<file path="config.mk">
export PLATFORM = sky130hd
export DESIGN_NAME = rv32i_fetch_flat
export DESIGN_NICKNAME = d
export VERILOG_FILES = /design/src/rtl/rv32i_pkg.sv /design/src/rtl/rv32i_fetch_if.sv /design/src/rtl/rv32i_fetch_buf.sv /design/src/rtl/rv32i_fetch.sv /design/src/flat_wrapper.sv
export SDC_FILE = /design/constraint.sdc
export NUM_CORES = 1
export LEC_CHECK = 0
export BUFFER_PORTS_ARGS = -buffer_cell sky130_fd_sc_hd__buf_4
export CAP_MARGIN = 15
export CORE_ASPECT_RATIO = 2
export CORE_MARGIN = 8
export CORE_UTILIZATION = 30
export CTS_CLUSTER_DIAMETER = 120
export DETAILED_ROUTE_END_ITERATION = 10
export GPL_TIMING_DRIVEN = 0
export PLACE_DENSITY = 0.49
export SETUP_SLACK_MARGIN = 0.15
export SLEW_MARGIN = 10
export SYNTH_ARGS = -nofsm -noshare
export SYNTH_HDL_FRONTEND = slang
export SYNTH_SLANG_ARGS = --single-unit
</file>
<file path="constraint.sdc">
create_clock -name clk -period 2.3 [get_ports clk]
set_input_delay 0.46 -clock clk [delete_from_list [all_inputs] [get_ports clk]]
set_output_delay 0.46 -clock clk [all_outputs]
set_load 0.005 [all_outputs]
</file>
<file path="src/rtl/rv32i_pkg.sv">
// Shared RV32I constants used by the fetch stage and its buffer.
package rv32i_pkg;

    localparam int unsigned     XLEN      = 32;
    localparam int unsigned     ILEN      = 32;
    localparam logic [31:0]     RESET_PC  = 32'h0000_0000;
    localparam logic [31:0]     NOP_INSTR = 32'h0000_0013;

    // Width of the stale-response counter; covers several back-to-back
    // redirects with a deep memory pipeline.
    localparam int unsigned     DISCARD_W = 8;

endpackage

</file>
<file path="src/rtl/rv32i_fetch_if.sv">
// Fetch-stage bus: imem request/response, execute redirect and decode handshake.
interface rv32i_fetch_if #(
    parameter int unsigned XLEN = rv32i_pkg::XLEN
) ();
    import rv32i_pkg::*;

    logic            imem_req_valid;
    logic            imem_req_ready;
    logic [XLEN-1:0] imem_req_addr;
    logic            imem_rsp_valid;
    logic [ILEN-1:0] imem_rsp_data;
    logic            redirect_valid;
    logic [XLEN-1:0] redirect_pc;
    logic            id_valid;
    logic            id_ready;
    logic [XLEN-1:0] id_pc;
    logic [ILEN-1:0] id_instr;

    // Fetch stage side
    modport master (
        output imem_req_valid, imem_req_addr, id_valid, id_pc, id_instr,
        input  imem_req_ready, imem_rsp_valid, imem_rsp_data,
               redirect_valid, redirect_pc, id_ready
    );

    // Memory / execute / decode side
    modport slave (
        input  imem_req_valid, imem_req_addr, id_valid, id_pc, id_instr,
        output imem_req_ready, imem_rsp_valid, imem_rsp_data,
               redirect_valid, redirect_pc, id_ready
    );

endinterface

</file>
<file path="src/rtl/rv32i_fetch_buf.sv">
// In-order fetch buffer: entries are allocated at request accept, filled by
// responses in order and popped by decode. Flush drops every entry at once.
module rv32i_fetch_buf #(
    parameter int unsigned  XLEN  = 32,
    parameter int unsigned  DEPTH = 2,
    localparam int unsigned CNT_W = $clog2(DEPTH + 1)
) (
    input  logic                       clk,
    input  logic                       rst,
    input  logic                       flush_i,
    input  logic                       alloc_i,
    input  logic [XLEN-1:0]            alloc_pc_i,
    input  logic                       fill_i,
    input  logic [rv32i_pkg::ILEN-1:0] fill_data_i,
    input  logic                       pop_i,
    output logic [CNT_W-1:0]           count_o,
    output logic [CNT_W-1:0]           unfilled_o,
    output logic                       head_valid_o,
    output logic [XLEN-1:0]            head_pc_o,
    output logic [rv32i_pkg::ILEN-1:0] head_instr_o
);
    import rv32i_pkg::*;

    localparam int unsigned PTR_W = (DEPTH > 1) ? $clog2(DEPTH) : 1;

    logic [XLEN-1:0]  pc_q    [DEPTH];
    logic [ILEN-1:0]  instr_q [DEPTH];
    logic [DEPTH-1:0] filled_q, filled_d;
    logic [PTR_W-1:0] alloc_ptr_q, alloc_ptr_d;
    logic [PTR_W-1:0] fill_ptr_q, fill_ptr_d;
    logic [PTR_W-1:0] head_ptr_q, head_ptr_d;
    logic [CNT_W-1:0] count_q, count_d;
    logic [CNT_W-1:0] unfilled_q, unfilled_d;

    // Pointer, occupancy and filled-flag update; flush clears the whole queue
    always_comb begin
        filled_d    = filled_q;
        alloc_ptr_d = alloc_ptr_q;
        fill_ptr_d  = fill_ptr_q;
        head_ptr_d  = head_ptr_q;
        count_d     = count_q;
        unfilled_d  = unfilled_q;
        if (flush_i) begin
            filled_d    = '0;
            alloc_ptr_d = '0;
            fill_ptr_d  = '0;
            head_ptr_d  = '0;
            count_d     = '0;
            unfilled_d  = '0;
        end else begin
            if (alloc_i) begin
                alloc_ptr_d = alloc_ptr_q + PTR_W'(1);
            end
            if (fill_i) begin
                filled_d[fill_ptr_q] = 1'b1;
                fill_ptr_d           = fill_ptr_q + PTR_W'(1);
            end
            if (pop_i) begin
                filled_d[head_ptr_q] = 1'b0;
                head_ptr_d           = head_ptr_q + PTR_W'(1);
            end
            count_d    = count_q + CNT_W'(alloc_i) - CNT_W'(pop_i);
            unfilled_d = unfilled_q + CNT_W'(alloc_i) - CNT_W'(fill_i);
        end
    end

    // Control state register
    always_ff @(posedge clk) begin
        if (rst) begin
            filled_q    <= '0;
            alloc_ptr_q <= '0;
            fill_ptr_q  <= '0;
            head_ptr_q  <= '0;
            count_q     <= '0;
            unfilled_q  <= '0;
        end else begin
            filled_q    <= filled_d;
            alloc_ptr_q <= alloc_ptr_d;
            fill_ptr_q  <= fill_ptr_d;
            head_ptr_q  <= head_ptr_d;
            count_q     <= count_d;
            unfilled_q  <= unfilled_d;
        end
    end

    // Entry payload: pc captured at allocation, instruction at fill
    always_ff @(posedge clk) begin
        if (rst) begin
            pc_q    <= '{default: '0};
            instr_q <= '{default: '0};
        end else begin
            if (alloc_i && !flush_i) begin
                pc_q[alloc_ptr_q] <= alloc_pc_i;
            end
            if (fill_i && !flush_i) begin
                instr_q[fill_ptr_q] <= fill_data_i;
            end
        end
    end

    assign count_o      = count_q;
    assign unfilled_o   = unfilled_q;
    assign head_valid_o = filled_q[head_ptr_q];
    assign head_pc_o    = pc_q[head_ptr_q];
    assign head_instr_o = instr_q[head_ptr_q];

endmodule

</file>
<file path="src/rtl/rv32i_fetch.sv">
// RV32I instruction fetch: PC, imem request issue, stale-response discard
// after redirect, and the decode-facing fetch buffer.
module rv32i_fetch #(
    parameter int unsigned     XLEN     = rv32i_pkg::XLEN,
    parameter logic [XLEN-1:0] RESET_PC = rv32i_pkg::RESET_PC,
    parameter int unsigned     FB_DEPTH = 2
) (
    input  logic          clk,
    input  logic          rst,
    rv32i_fetch_if.master bus
);
    import rv32i_pkg::*;

    localparam int unsigned CNT_W = $clog2(FB_DEPTH + 1);

    logic [XLEN-1:0]      pc_q, pc_d;
    logic [DISCARD_W-1:0] discard_q, discard_d;
    logic [CNT_W-1:0]     fb_count;
    logic [CNT_W-1:0]     fb_unfilled;
    logic                 fb_head_valid;
    logic [XLEN-1:0]      fb_head_pc;
    logic [ILEN-1:0]      fb_head_instr;
    logic                 req_valid_c;
    logic                 accept_c;
    logic                 fill_c;
    logic                 pop_c;
    logic                 unused_ok;

    // Handshake qualifiers; free space is judged on registered occupancy
    always_comb begin
        req_valid_c = (fb_count < CNT_W'(FB_DEPTH)) && !bus.redirect_valid && !rst;
        accept_c    = req_valid_c && bus.imem_req_ready;
        fill_c      = bus.imem_rsp_valid && (discard_q == '0) && !bus.redirect_valid;
        pop_c       = fb_head_valid && bus.id_ready && !bus.redirect_valid;
    end

    // Next PC and stale-response count. A response in the redirect cycle is
    // consumed either way: dropped against discard_q, or filling an entry
    // that the flush then kills.
    always_comb begin
        pc_d      = pc_q;
        discard_d = discard_q;
        if (bus.redirect_valid) begin
            pc_d      = {bus.redirect_pc[XLEN-1:2], 2'b00};
            discard_d = discard_q + DISCARD_W'(fb_unfilled)
                        - DISCARD_W'(bus.imem_rsp_valid);
        end else begin
            if (accept_c) begin
                pc_d = pc_q + XLEN'(4);
            end
            if (bus.imem_rsp_valid && (discard_q != '0)) begin
                discard_d = discard_q - DISCARD_W'(1);
            end
        end
    end

    // PC and discard counter registers
    always_ff @(posedge clk) begin
        if (rst) begin
            pc_q      <= RESET_PC;
            discard_q <= '0;
        end else begin
            pc_q      <= pc_d;
            discard_q <= discard_d;
        end
    end

    rv32i_fetch_buf #(
        .XLEN  (XLEN),
        .DEPTH (FB_DEPTH)
    ) u_buf (
        .clk          (clk),
        .rst          (rst),
        .flush_i      (bus.redirect_valid),
        .alloc_i      (accept_c),
        .alloc_pc_i   (pc_q),
        .fill_i       (fill_c),
        .fill_data_i  (bus.imem_rsp_data),
        .pop_i        (pop_c),
        .count_o      (fb_count),
        .unfilled_o   (fb_unfilled),
        .head_valid_o (fb_head_valid),
        .head_pc_o    (fb_head_pc),
        .head_instr_o (fb_head_instr)
    );

    assign bus.imem_req_valid = req_valid_c;
    assign bus.imem_req_addr  = pc_q;
    assign bus.id_valid       = fb_head_valid;
    assign bus.id_pc          = fb_head_pc;
    assign bus.id_instr       = fb_head_instr;

    // Redirect target alignment bits are ignored
    assign unused_ok = ^bus.redirect_pc[1:0];

endmodule
</file>
<file path="src/flat_wrapper.sv">
// flat-port wrapper written by rule: the top's interface ports become plain ports
module rv32i_fetch_flat import rv32i_pkg::*;
#(
    parameter int unsigned     XLEN     = rv32i_pkg::XLEN,
    parameter logic [XLEN-1:0] RESET_PC = rv32i_pkg::RESET_PC,
    parameter int unsigned     FB_DEPTH = 2
)
  (clk, rst, bus_imem_req_valid, bus_imem_req_addr, bus_id_valid, bus_id_pc, bus_id_instr, bus_imem_req_ready, bus_imem_rsp_valid, bus_imem_rsp_data, bus_redirect_valid, bus_redirect_pc, bus_id_ready);
  rv32i_fetch_if #(.XLEN(XLEN)) bus_i ();
  input  logic clk;
  input  logic rst;
  output wire logic [$bits(bus_i.imem_req_valid)-1:0] bus_imem_req_valid;
  output wire logic [$bits(bus_i.imem_req_addr)-1:0] bus_imem_req_addr;
  output wire logic [$bits(bus_i.id_valid)-1:0] bus_id_valid;
  output wire logic [$bits(bus_i.id_pc)-1:0] bus_id_pc;
  output wire logic [$bits(bus_i.id_instr)-1:0] bus_id_instr;
  input wire logic [$bits(bus_i.imem_req_ready)-1:0] bus_imem_req_ready;
  input wire logic [$bits(bus_i.imem_rsp_valid)-1:0] bus_imem_rsp_valid;
  input wire logic [$bits(bus_i.imem_rsp_data)-1:0] bus_imem_rsp_data;
  input wire logic [$bits(bus_i.redirect_valid)-1:0] bus_redirect_valid;
  input wire logic [$bits(bus_i.redirect_pc)-1:0] bus_redirect_pc;
  input wire logic [$bits(bus_i.id_ready)-1:0] bus_id_ready;
  assign bus_imem_req_valid = bus_i.imem_req_valid;
  assign bus_imem_req_addr = bus_i.imem_req_addr;
  assign bus_id_valid = bus_i.id_valid;
  assign bus_id_pc = bus_i.id_pc;
  assign bus_id_instr = bus_i.id_instr;
  assign bus_i.imem_req_ready = bus_imem_req_ready;
  assign bus_i.imem_rsp_valid = bus_imem_rsp_valid;
  assign bus_i.imem_rsp_data = bus_imem_rsp_data;
  assign bus_i.redirect_valid = bus_redirect_valid;
  assign bus_i.redirect_pc = bus_redirect_pc;
  assign bus_i.id_ready = bus_id_ready;
  rv32i_fetch #(.XLEN(XLEN), .RESET_PC(RESET_PC), .FB_DEPTH(FB_DEPTH)) u_core (.clk(clk), .rst(rst), .bus(bus_i));
endmodule
</file>
==> key figures <==
Yosys
  – Synth async-reset ratio: 0%
  – Post-Syn Area: 0.00800 mm2
  – Synth warn: 0
  – EDFF count, synth: 0
  – Avg Synthesized Cell Area: 8.01 um2
  – Ys flop type: dfxtp_1
  – Cells after synthesis: 999
  – Seq cells post-synth: 171
  – Sequential area share after synthesis: 42.8%
  – Post-synthesis cell type count: 49

Pwr
  – Clk network pwr share: 38.1%
  – Static Leakage: 4.34 nW
  – Switch Pwr: 2.23 mW
  – Cell-internal power: 5.81 mW
  – Peak supply drop: 0.434 mV
  – Gate power share: 21.9%
  – Reg power frac: 40.0%
  – Net Sw Frac: 27.8%
  – Pwr Total: 8.05 mW
  – Power Density: 725 mW/mm2

STA
  – Setup Viol. Count Final: 0
  – PnR worst setup slack: 0.178 ns
  – Fin Setup TNS: 0 ns
  – Final Skew: 0.0100 ns
  – Unrepaired setup endpoints after global routing: true
  – Fin. Hold Viols: 0
  – Period utilization: 92.3%
  – Max_slew headroom: 49.9%
  – FMAX: 471 MHz
  – Slew Limit Fails: 0
  – Worst slew pin tran: 0.751 ns
  – Final min period: 2.12 ns
  – Hold WS: 0.211 ns

Route
  – Vias per Instance: 4.87
  – DRC viols: 0
  – Wire per inst: 19.3 um
  – Drt total wl: 30.3 mm
  – First DRT Iteration DRCs: 331
  – Final ANT Viol Nets: 0
  – Drt pass-1 iters: 4
  – Via count: 7,636

Cells and area
  – Cell area after layout: 0.0111 mm2
  – Nets: 1,307
  – Fraction of layout cells with a size suffix above 1: 31.3%
  – Finished Layout Cells: 1,568
  – Area grow syn2layout: 38.8%
  – Fillers: 2,742
  – Area of the multi-input gates: 0.00451 mm2
  – FF+latch area: 0.00345 mm2
  – # diodes: 0
  – Final core utilization: 42.3%

CTS
  – Htree depth: 4
  – Clock Tree Buf Depth: 2
  – Clock slew at reported path FFs: 0.07 ns
  – Clk root buf: clkbuf_16
  – Hold_buf cts: 0
  – CTS tree: yes
  – Clock sink count: 171
  – Worst-Skew Late Latency: 0.45 ns
  – Total CTS buffers: 17

Setup path
  – R2R depth: 7
  – Reg2Reg Capture Point: u_core.bus.imem_req_addr[22]$_SDFFE_PP0P_
  – Worst reg2reg setup slack: 0.19 ns
  – Critical path launch point: u_core.u_buf.head_ptr_q$_SDFFE_PP0N_
  – Setup crit end: bus_id_pc[25]
  – Worst-path maximum fanout: 7
  – Crit path DAT: 1.66 ns
  – Required time of the critical path: 1.84 ns
  – Critical path type: reg -> out
  – Worst r2r src: u_core.bus.imem_req_addr[6]$_SDFFE_PP0P_
  – Worst setup EP type: primary output
  – Crit path launch type: flip-flop

Global route
  – Vias in the first global route: 7,769
  – Initial antenna violation count: 0
  – Met3 Use GR: 3.46%
  – First-pass GRT wire length: 45.9 mm
  – Grt peak-use layer: met2
  – Largest net degree at the start of global routing: 17
  – Met1 Use GR: 17.9%
  – Grt met2 use: 36.3%
  – Gr usage total: 18.4%
  – GRT overflow: 0

Die
  – Die width: 131 um
  – Die Y-Extent: 247 um
  – Row count: 84
  – Initial Util: 30.4%
  – Die area: 0.0325 mm2
  – Core Area: 0.0263 mm2
  – Num ports: 168

Placement
  – Area after DPL: 0.00976 mm2
  – Routability cong.: 0.832
  – Dpl ws: -0.519 ns
  – Number of port buffers: 161
  – Post-Place Cells: 1,507
  – Post-DP HPWL: 22.4 mm

Hold path
  – Hold WC Path Type: in -> reg
  – Hold Crit Depth: 3

Outcome
  – Status: complete, no violations

Job
  – Max Cap Viol: 0
## worst min path at each step
stage | to | startpoint
2_1_floorplan | u_core.u_buf.instr_q[0]$_SDFFE_PP0P_ | u_core.u_buf.instr_q[0]$_SDFFE_PP0P_
3_3_place_gp | u_core.u_buf.instr_q[36]$_SDFFE_PP0P_ | u_core.u_buf.instr_q[36]$_SDFFE_PP0P_
3_5_place_dp | u_core.u_buf.instr_q[25]$_SDFFE_PP0P_ | u_core.u_buf.instr_q[25]$_SDFFE_PP0P_
4_1_cts | u_core.bus.imem_req_addr[29]$_SDFFE_PP0P_ | bus_redirect_pc[29]
5_1_grt | u_core.bus.imem_req_addr[29]$_SDFFE_PP0P_ | bus_redirect_pc[29]
6_report | u_core.bus.imem_req_addr[29]$_SDFFE_PP0P_ | bus_redirect_pc[29]
## timing repair
| action | 4_1_cts | 5_1_grt |
|---|---|---|
| pin swaps | 9 | 22 |
| cloned | 2 | 3 |
| setup buffers | 14 | 13 |
| resized for setup | 64 | 79 |
| setup endpoints to repair | 201 | 140 |
## cell usage after synthesis, types with 11 or more instances
cell type | instances | share of area (%)
nor2_1 | 37 | 1.7
nand3_1 | 14 | 0.88
dfxtp_1 | 171 | 43
inv_1 | 19 | 0.89
and3_1 | 11 | 0.86
nand4_1 | 15 | 1.2
clkbuf_1 | 59 | 2.8
nor3_1 | 12 | 0.75
xnor2_1 | 11 | 1.2
nand2_1 | 288 | 14
mux2_2 | 68 | 9.6
ha_1 | 23 | 3.6
a21oi_1 | 154 | 9.6
## cells in the final DEF, fill, tap and decap left out, types with 5 or more instances in the layout
cell | netlist | final
buf_6 | 0 | 12
a211oi_1 | 8 | 7
nor3_1 | 12 | 9
clkbuf_2 | 0 | 7
dfxtp_1 | 171 | 156
and3_1 | 11 | 11
o21ai_0 | 10 | 10
nor2_1 | 37 | 36
mux2_4 | 0 | 15
nand4_1 | 15 | 15
inv_1 | 19 | 9
o22ai_1 | 8 | 8
a31oi_1 | 8 | 8
nand3_1 | 14 | 12
dfxtp_2 | 0 | 11
nand2_1 | 288 | 288
xor2_1 | 10 | 8
inv_2 | 1 | 10
clkbuf_16 | 0 | 25
ha_4 | 0 | 9
mux2_2 | 68 | 53
a221oi_1 | 6 | 5
and2_1 | 5 | 5
ha_1 | 23 | 13
xnor2_1 | 11 | 11
a21oi_1 | 154 | 152
buf_4 | 4 | 191
clkbuf_1 | 59 | 39
## metal layers
| layer | vias up | share of wire, % |
|---|---|---|
| met5 | - | 0 |
| met4 | 0 | 3.8 |
| met3 | 56 | 3.7 |
| met2 | 184 | 57 |
| met1 | 3583 | 36 |
| li1 | 3813 | - |
## state kept, by name, indices dropped and copies added, names as in the netlist
name,flops
u_core.u_buf.unfilled_o,2
u_core.bus.imem_req_addr,30
u_core.u_buf.instr_q,64
u_core.u_buf.pc_q,60
u_core.u_buf.head_ptr_q,1
u_core.u_buf.alloc_ptr_q,1
u_core.u_buf.fill_ptr_q,1
u_core.u_buf.filled_q,2
u_core.discard_q,8
u_core.u_buf.count_o,2
## power by group through the flow
stage / logic [mW] / clock network [mW] / registers, mW
after floorplan: 0.997 / 0 / 3.24
after global placement: 1.49 / 0 / 3.27
after detailed placement: 1.50 / 0 / 3.27
after CTS: 1.63 / 3.15 / 3.21
after global routing: 1.95 / 3.28 / 3.23
final: 1.76 / 3.07 / 3.22
## worst max-delay path, cell delays in order (launching register included)
cell and delay [ns]:
dfxtp_4 0.38, clkbuf_16 0.18, clkbuf_16 0.17, mux2_2 0.34, buf_4 0.14
## cell families (layout without fill, tap and decap cells)
logic type	after synthesis	after routing	share of synthesized area (%)
adders and majority gates	24	24	3.85
buffers and inverters	94	316	4.72
other	1	4	0.0469
muxes	70	70	9.84
AOI/OAI and AO/OA	210	210	14.6
and+or+nand+nor	408	408	21.9
DFF	171	171	42.8
xor gates and xnor gates	21	21	2.30
## area by class of cell
| type | count | share of cell area, % |
|---|---|---|
| Buffer | 72 | 4.86 |
| Clock buffer | 22 | 4.18 |
| Clock inverter | 8 | 1.28 |
| Inverter | 21 | 0.732 |
| Multi-Input combinational cell | 737 | 40.6 |
| Sequential cell | 171 | 31.1 |
| Tap cell | 344 | 3.88 |
| Timing Repair Buffer | 193 | 13.3 |
(Power assumes the default switching activity.)
